--- src/rtl/fetch_byte_seq_pkg.sv ---
// Shared Y86-64 fetch definitions: instruction codes, status codes, bus widths, FSM states.
package fetch_byte_seq_pkg;

  localparam int unsigned ICODE_BUS = 4;
  localparam int unsigned ADDR_BUS  = 64;

  localparam logic [ICODE_BUS-1:0] IHALT   = 4'h0, INOP    = 4'h1, IRRMOVQ = 4'h2,
                                   IIRMOVQ = 4'h3, IRMMOVQ = 4'h4, IMRMOVQ = 4'h5,
                                   IOPQ    = 4'h6, IJXX    = 4'h7, ICALL   = 4'h8,
                                   IRET    = 4'h9, IPUSHQ  = 4'hA, IPOPQ   = 4'hB;

  localparam logic [3:0] RNONE = 4'hF;

  typedef enum logic [2:0] {
    StatAok = 3'd1,
    StatHlt = 3'd2,
    StatAdr = 3'd3,
    StatIns = 3'd4
  } stat_e;

  typedef enum logic [2:0] {StOp, StReg, StConst, StOut, StStop} state_e;

endpackage

--- src/rtl/fetch_byte_seq_instr_len_decode.sv ---
// Combinational decode of the opcode byte into field requirements, legality and length.
module fetch_byte_seq_instr_len_decode
  import fetch_byte_seq_pkg::*;
(
  input  logic [ICODE_BUS-1:0] icode_i,
  input  logic [3:0]           ifun_i,
  output logic                 need_regids_o,
  output logic                 need_valc_o,
  output logic                 instr_ok_o,
  output logic [3:0]           len_o
);

  logic regids, valc, ok;

  always_comb begin
    regids = 1'b0;
    valc   = 1'b0;
    ok     = 1'b0;
    unique case (icode_i)
      IHALT, INOP, IRET: ok = (ifun_i == 4'h0);
      IRRMOVQ: begin
        regids = 1'b1;
        ok     = (ifun_i <= 4'h6);
      end
      IIRMOVQ, IRMMOVQ, IMRMOVQ: begin
        regids = 1'b1;
        valc   = 1'b1;
        ok     = (ifun_i == 4'h0);
      end
      IOPQ: begin
        regids = 1'b1;
        ok     = (ifun_i <= 4'h3);
      end
      IJXX: begin
        valc = 1'b1;
        ok   = (ifun_i <= 4'h6);
      end
      ICALL: begin
        valc = 1'b1;
        ok   = (ifun_i == 4'h0);
      end
      IPUSHQ, IPOPQ: begin
        regids = 1'b1;
        ok     = (ifun_i == 4'h0);
      end
      default: ok = 1'b0;
    endcase
    // Illegal opcodes are reported as a single-byte instruction.
    if (!ok) begin
      regids = 1'b0;
      valc   = 1'b0;
    end
    need_regids_o = regids;
    need_valc_o   = valc;
    instr_ok_o    = ok;
    len_o         = 4'd1 + {3'd0, regids} + {valc, 3'd0};
  end

endmodule

--- src/rtl/fetch_byte_seq.sv ---
// Byte-serial Y86-64 instruction fetcher with valid/ready output handshake.
// Optional ack timeout enabled by defining IMEM_TIMEOUT_EN.
module fetch_byte_seq
  import fetch_byte_seq_pkg::*;
#(
  parameter logic [ADDR_BUS-1:0] RESET_PC       = '0,
  parameter int unsigned         TIMEOUT_CYCLES = 16
) (
  input  logic                 clk_i,
  input  logic                 rst_n_i,
  input  logic [ADDR_BUS-1:0]  next_pc_i,
  output logic                 imem_req_o,
  output logic [ADDR_BUS-1:0]  imem_addr_o,
  input  logic                 imem_ack_i,
  input  logic [7:0]           imem_data_i,
  input  logic                 imem_err_i,
  output logic                 instr_valid_o,
  input  logic                 instr_ready_i,
  output logic [ADDR_BUS-1:0]  pc_o,
  output logic [ICODE_BUS-1:0] icode_o,
  output logic [3:0]           ifun_o,
  output logic [3:0]           rA_o,
  output logic [3:0]           rB_o,
  output logic [63:0]          valC_o,
  output logic [ADDR_BUS-1:0]  valP_o,
  output logic [2:0]           stat_o
);

  state_e                 state_q;
  logic [ADDR_BUS-1:0]    pc_q, addr_q, valp_q;
  logic                   req_q, valid_q, need_valc_q;
  logic [ICODE_BUS-1:0]   icode_q;
  logic [3:0]             ifun_q, ra_q, rb_q;
  logic [63:0]            valc_q;
  stat_e                  stat_q;
  logic [2:0]             cnt_q;

  logic                   dec_regids, dec_valc, dec_ok;
  logic [3:0]             dec_len, op_len;
  stat_e                  op_stat;
  logic                   byte_ack, byte_ok, abort, go_out, tmo_hit;

  fetch_byte_seq_instr_len_decode u_len_decode (
    .icode_i       (imem_data_i[7:4]),
    .ifun_i        (imem_data_i[3:0]),
    .need_regids_o (dec_regids),
    .need_valc_o   (dec_valc),
    .instr_ok_o    (dec_ok),
    .len_o         (dec_len)
  );

  // Acks are only honoured against our own outstanding request.
  assign byte_ack = req_q & imem_ack_i;
  assign byte_ok  = byte_ack & ~imem_err_i;
  assign abort    = (byte_ack & imem_err_i) | tmo_hit;

`ifdef IMEM_TIMEOUT_EN
  localparam int unsigned TmoW = $clog2(TIMEOUT_CYCLES + 1);
  logic [TmoW-1:0] tmo_q;

  // A same-cycle ack takes priority over the timeout.
  assign tmo_hit = req_q & ~imem_ack_i & (tmo_q == TmoW'(TIMEOUT_CYCLES - 1));

  always_ff @(posedge clk_i) begin
    if (!rst_n_i || !req_q || imem_ack_i || tmo_hit) begin
      tmo_q <= '0;
    end else begin
      tmo_q <= tmo_q + 1'b1;
    end
  end
`else
  logic [31:0] unused_tmo;
  assign unused_tmo = TIMEOUT_CYCLES;
  assign tmo_hit    = 1'b0;
`endif

  always_comb begin
    op_len  = byte_ok ? dec_len : 4'd1;
    op_stat = StatAok;
    if (abort) begin
      op_stat = StatAdr;
    end else if (!dec_ok) begin
      op_stat = StatIns;
    end else if (imem_data_i[7:4] == IHALT) begin
      op_stat = StatHlt;
    end
    go_out = 1'b0;
    unique case (state_q)
      StOp:    go_out = abort | (byte_ok & (!dec_ok || imem_data_i[7:4] == IHALT ||
                                            (!dec_regids && !dec_valc)));
      StReg:   go_out = abort | (byte_ok & ~need_valc_q);
      StConst: go_out = abort | (byte_ok & (cnt_q == 3'd7));
      default: go_out = 1'b0;
    endcase
  end

  always_ff @(posedge clk_i) begin
    if (!rst_n_i) begin
      state_q     <= StOp;
      pc_q        <= RESET_PC;
      addr_q      <= RESET_PC;
      req_q       <= 1'b0;
      valid_q     <= 1'b0;
      need_valc_q <= 1'b0;
      icode_q     <= IHALT;
      ifun_q      <= 4'h0;
      ra_q        <= RNONE;
      rb_q        <= RNONE;
      valc_q      <= '0;
      valp_q      <= RESET_PC;
      stat_q      <= StatAok;
      cnt_q       <= '0;
    end else begin
      if (byte_ack) begin
        addr_q <= addr_q + 1'b1;
      end
      if (go_out) begin
        req_q   <= 1'b0;
        valid_q <= 1'b1;
        state_q <= StOut;
      end
      unique case (state_q)
        StOp: begin
          if (!req_q) begin
            req_q <= 1'b1;
          end
          if (byte_ack || tmo_hit) begin
            icode_q     <= IHALT;
            ifun_q      <= 4'h0;
            ra_q        <= RNONE;
            rb_q        <= RNONE;
            valc_q      <= '0;
            cnt_q       <= '0;
            need_valc_q <= dec_valc;
            valp_q      <= pc_q + {{(ADDR_BUS-4){1'b0}}, op_len};
            stat_q      <= op_stat;
            if (byte_ok) begin
              icode_q <= imem_data_i[7:4];
              ifun_q  <= imem_data_i[3:0];
              if (!go_out) begin
                state_q <= dec_regids ? StReg : StConst;
              end
            end
          end
        end
        StReg: begin
          if (byte_ok) begin
            ra_q <= imem_data_i[7:4];
            rb_q <= imem_data_i[3:0];
            if (!go_out) begin
              state_q <= StConst;
            end
          end else if (abort) begin
            stat_q <= StatAdr;
          end
        end
        StConst: begin
          if (byte_ok) begin
            valc_q[{cnt_q, 3'b000} +: 8] <= imem_data_i;
            cnt_q                        <= cnt_q + 1'b1;
          end else if (abort) begin
            stat_q <= StatAdr;
          end
        end
        StOut: begin
          if (instr_ready_i) begin
            valid_q <= 1'b0;
            if (stat_q == StatAok) begin
              pc_q    <= next_pc_i;
              addr_q  <= next_pc_i;
              req_q   <= 1'b1;
              state_q <= StOp;
            end else begin
              state_q <= StStop;
            end
          end
        end
        default: ;
      endcase
    end
  end

  assign imem_req_o    = req_q;
  assign imem_addr_o   = addr_q;
  assign instr_valid_o = valid_q;
  assign pc_o          = pc_q;
  assign icode_o       = icode_q;
  assign ifun_o        = ifun_q;
  assign rA_o          = ra_q;
  assign rB_o          = rb_q;
  assign valC_o        = valc_q;
  assign valP_o        = valp_q;
  assign stat_o        = stat_q;

endmodule
--- config.mk ---
export PLATFORM = sky130hd
export DESIGN_NAME = fetch_byte_seq
export DESIGN_NICKNAME = d
export VERILOG_FILES = /design/src/rtl/fetch_byte_seq_pkg.sv /design/src/rtl/fetch_byte_seq_instr_len_decode.sv /design/src/rtl/fetch_byte_seq.sv
export SDC_FILE = /design/constraint.sdc
export NUM_CORES = 1
export LEC_CHECK = 0
export ABC_CLOCK_PERIOD_IN_PS = 4280
export CAP_MARGIN = 0
export CELL_PAD_IN_SITES_DETAIL_PLACEMENT = 1
export CELL_PAD_IN_SITES_GLOBAL_PLACEMENT = 1
export CORE_MARGIN = 3
export CORE_UTILIZATION = 30
export DETAILED_ROUTE_END_ITERATION = 7
export PLACE_DENSITY_LB_ADDON = 0.1
export SLEW_MARGIN = 10
export SYNTH_ARGS = -nofsm -noshare
export SYNTH_HDL_FRONTEND = slang
export SYNTH_HIERARCHICAL = 1
export SYNTH_SLANG_ARGS = --single-unit
--- constraint.sdc ---
create_clock -name clk_i -period 4.28 [get_ports clk_i]
set_input_delay 0.428 -clock clk_i [delete_from_list [all_inputs] [get_ports clk_i]]
set_output_delay 0.428 -clock clk_i [all_outputs]
set_load 0.01 [all_outputs]
==> flow_summary.toml <==
[sta]
slew_violations = 0
slew_headroom_pct = 21.6
fmax_ghz = 0.276
post-route-min-period_ns = 3.62
hold_violations = 0
tightest_slew_ns = 1.16
setup_viol = 0
fin_worst_skew_ns = 0.0150
rsz0062_at_grt = "false"
fin_tns_setup_ns = 0
period_share_pct = 84.6

[grt]
grt_overflow_total = 0
grt_pass1_vias = 13400
grt_antenna_before_repair = 0
grt_pass1_wl_mm = 81.7
grt_usage_pct = 23.1
grt_max_degree = 98

[power_and_ir_drop]
clockPowerShare_pct = 46.1
p_int_mw = 4.89
p_leak_nw = 5.96
p_comb_share_pct = 11.3
switching_share_pct = 26.1
p_switching_mw = 1.73
powerDensity_nw_per_um2 = 365
p_seq_share_pct = 42.6
vdd_drop_max_uv = 252

[logic_synthesis]
syn_area_um2 = 12900
syn_nets = 1697
yosysWarnings = 6
synth_top_area_cell = "dfxtp_1"
synth_top_family_by_area = "simple AND/OR/NAND/NOR gates"
async_reset_ff_share_pct = 0
synthAdderAreaFrac_pct = 1.40
muxShareOfSynthArea_pct = 0.165
yosysUniqueCellTypes = 67
ys_ff_latch = 284
ys.flop_type = "dfxtp_1"
synth.avg_cell_area_um2 = 8.04
synth_xor_area_share_pct = 7.87
synthTopCellsByArea = "dfxtp_1 44%, a21oi_1 7.3%, nand2_1 6.6%, nor2_1 4.4%, o21ai_0 4.3%"
yosys.area_share.simple_pct = 23.6
synth_seq_area_share_pct = 44.0
synthCells = 1607
synth_top_area_share_pct = 44.0
synth_edf_count = 0
synth_compound_area_share_pct = 18.6

[setup_path]
critPathBufInv = 3
path_common_cell = "nand2b_1"
end_kind = "register"
crit_chain = "clkdlybuf4s50_1 -> nand2b_1 -> a21bo_2 -> o221ai_1 -> or2_1 -> nand2b_1 -> ha_1 -> inv_1 -> fa_1 -> nor2b_1 -> o21ai_0 -> a2111oi_4 -> buf_4 -> nand4_1 -> xor2_1 -> a21oi_1"
rrSetupSlack_ns = 1.04
start_kind = "input pin"
crit_family = "compound AO/OA/AOI/OAI gates"
crit_arrival_ns = 4.08
critical_path.max_stage_delay_ns = 0.62
ff2ff_path_depth = 9
critical_path_required_ns = 4.73
worstPathMaxFanout = 8
worst-setup-path-type = "in -> reg"
cp_num_cells = 16
critPathSlowestCell = "clkdlybuf4s50_1"

[cells_and_area]
mostFrequentLayoutCells = "352 x clkdlybuf4s50_1, 284 x dfxtp_1, 226 x nand2_1"
syn_to_final_growth_pct = 40.3
final_common_cell = "clkdlybuf4s50_1"
antennaDiodeCount = 0
num-fill-cells = 4998
layout-drive-gt1-share_pct = 5.85
utilization_pct = 42.9
nets = 2011
instances_no_fill = 2487

[flow_run]
maxCapViolations = 0

[run_status]
outcome = "finished clean"

[die]
die_h_um = 213
rows = 75
fp.dieArea_um2 = 45600
core_area_um2 = 42200
pin_count = 354
die_w_um = 213
start_util_pct = 30.6

[routing]
drt_pre_antenna_iters = 7
postRouteWirelength_mm = 54.2
via_per_inst = 5.27
wl_per_cell_um = 21.8
ant_nets = 0
drt_iter0_drc = 666
dr_total_vias = 13100
drc = 0

[clocking]
path_clk_slew_ns = 0.06
cts_setup_buffers = 0
h-tree-depth = 2
ctsHoldBuffers = 0
cts.sinks = 284
numCtsBuffers = 37
clock_latency_ns = 0.54
cts_tree = "built"
post_cts_resized = 0
clock_path_buffers = 3
ctsRootBufferMaster = "clkbuf_16"

[placed_design]
place.gp.congestion = 0.840
place_hpwl_mm = 39.6
portBuffers = 353
placed_cells = 2421

[hold_path]
hp-class = "reg -> reg"
holdPathStages = 2
[logic make-up after synthesis]
group | after synthesis
compound gates | 416
xor+xnor | 116
fa+ha+maj | 14
buf+inv | 136
flops | 284
mux | 2
other cells | 1
simple gates | 638
[power by group through the flow]
| stage | Clock (mW) | Combinational (mW) | Sequential [mW] |
|---|---|---|---|
| floorplan | 0 | 0.296 | 2.89 |
| global placement | 0 | 0.741 | 2.88 |
| detailed placement | 0 | 0.749 | 2.88 |
| CTS | 3.15 | 0.754 | 2.82 |
| global route | 3.27 | 0.809 | 2.83 |
| finish | 3.05 | 0.746 | 2.82 |
[cell usage after synthesis (15+ instances only)]
| cell | n |
|---|---|
| and3_1 | 17 |
| a22oi_1 | 36 |
| clkbuf_1 | 91 |
| xor2_1 | 59 |
| nor4_1 | 15 |
| nand2_1 | 226 |
| nor3_1 | 55 |
| nor2_1 | 150 |
| nand3_1 | 68 |
| inv_1 | 25 |
| a211oi_1 | 24 |
| xnor2_1 | 57 |
| dfxtp_1 | 284 |
| o21ai_0 | 110 |
| a21oi_1 | 188 |
| nand4_1 | 38 |
| a31oi_1 | 17 |
[registers in the layout, indices dropped and copies added (netlist names)]
register       cells
state_q            3
valC_o            64
icode_o            4
stat_o             3
rB_o               4
rA_o               4
imem_addr_o       64
cnt_q              3
valP_o            64
imem_req_o         1
need_valc_q        1
pc_o              64
instr_valid_o      1
ifun_o             4
[metal layers]
layer | track usage [%] | up-vias | part of all wire, %
met5 | 0 | - | 0
met4 | 6.68 | 0 | 2.5
met3 | 4.71 | 75 | 5.1
met2 | 39.3 | 290 | 48
met1 | 29.9 | 6459 | 44
li1 | - | 6280 | -
[cell type report]
type / instances / area, um^2 / area share (%)
Clock buffer: 55 / 1100 / 6.05
Tap cell: 539 / 674 / 3.72
Clock inverter: 11 / 92.6 / 0.511
Sequential cell: 284 / 5690 / 31.4
Multi-Input combinational cell: 1187 / 6690 / 36.9
Inverter: 25 / 98.8 / 0.546
Timing Repair Buffer: 386 / 3780 / 20.8
[worst reg2reg max path, cell delays in order, from the launching register on]
cell and delay [ns]:
dfxtp_1 0.56, inv_1 0.13, ha_1 0.23, ha_1 0.48, inv_1 0.19, and4b_1 0.33
a31oi_1 0.68, nor4_1 0.23, a22oi_1 0.21, nor2_1 0.06
[metrics by stage]
| stage | setup WS [ns] | cell area, um^2 | total power, mW | hold slack, ns |
|---|---|---|---|---|
| floorplan | 1.15 | 12900 | 3.19 | 0.437 |
| global placement | 0.286 | 16900 | 3.62 | 0.452 |
| detailed placement | 0.151 | 16900 | 3.63 | 0.461 |
| CTS | 0.697 | 18100 | 6.73 | 0.433 |
| global route | 0.419 | 18100 | 6.91 | 0.464 |
| finish | 0.657 | 18100 | 6.62 | 0.465 |
[final timing paths]
kind,from,end
max,imem_data_i[5],valP_o[54]
min,valP_o[2],valP_o[2]
max reg2reg,cnt_q[0],valC_o[59]
min reg2reg,valP_o[2],valP_o[2]
(Power assumes the default switching activity.)
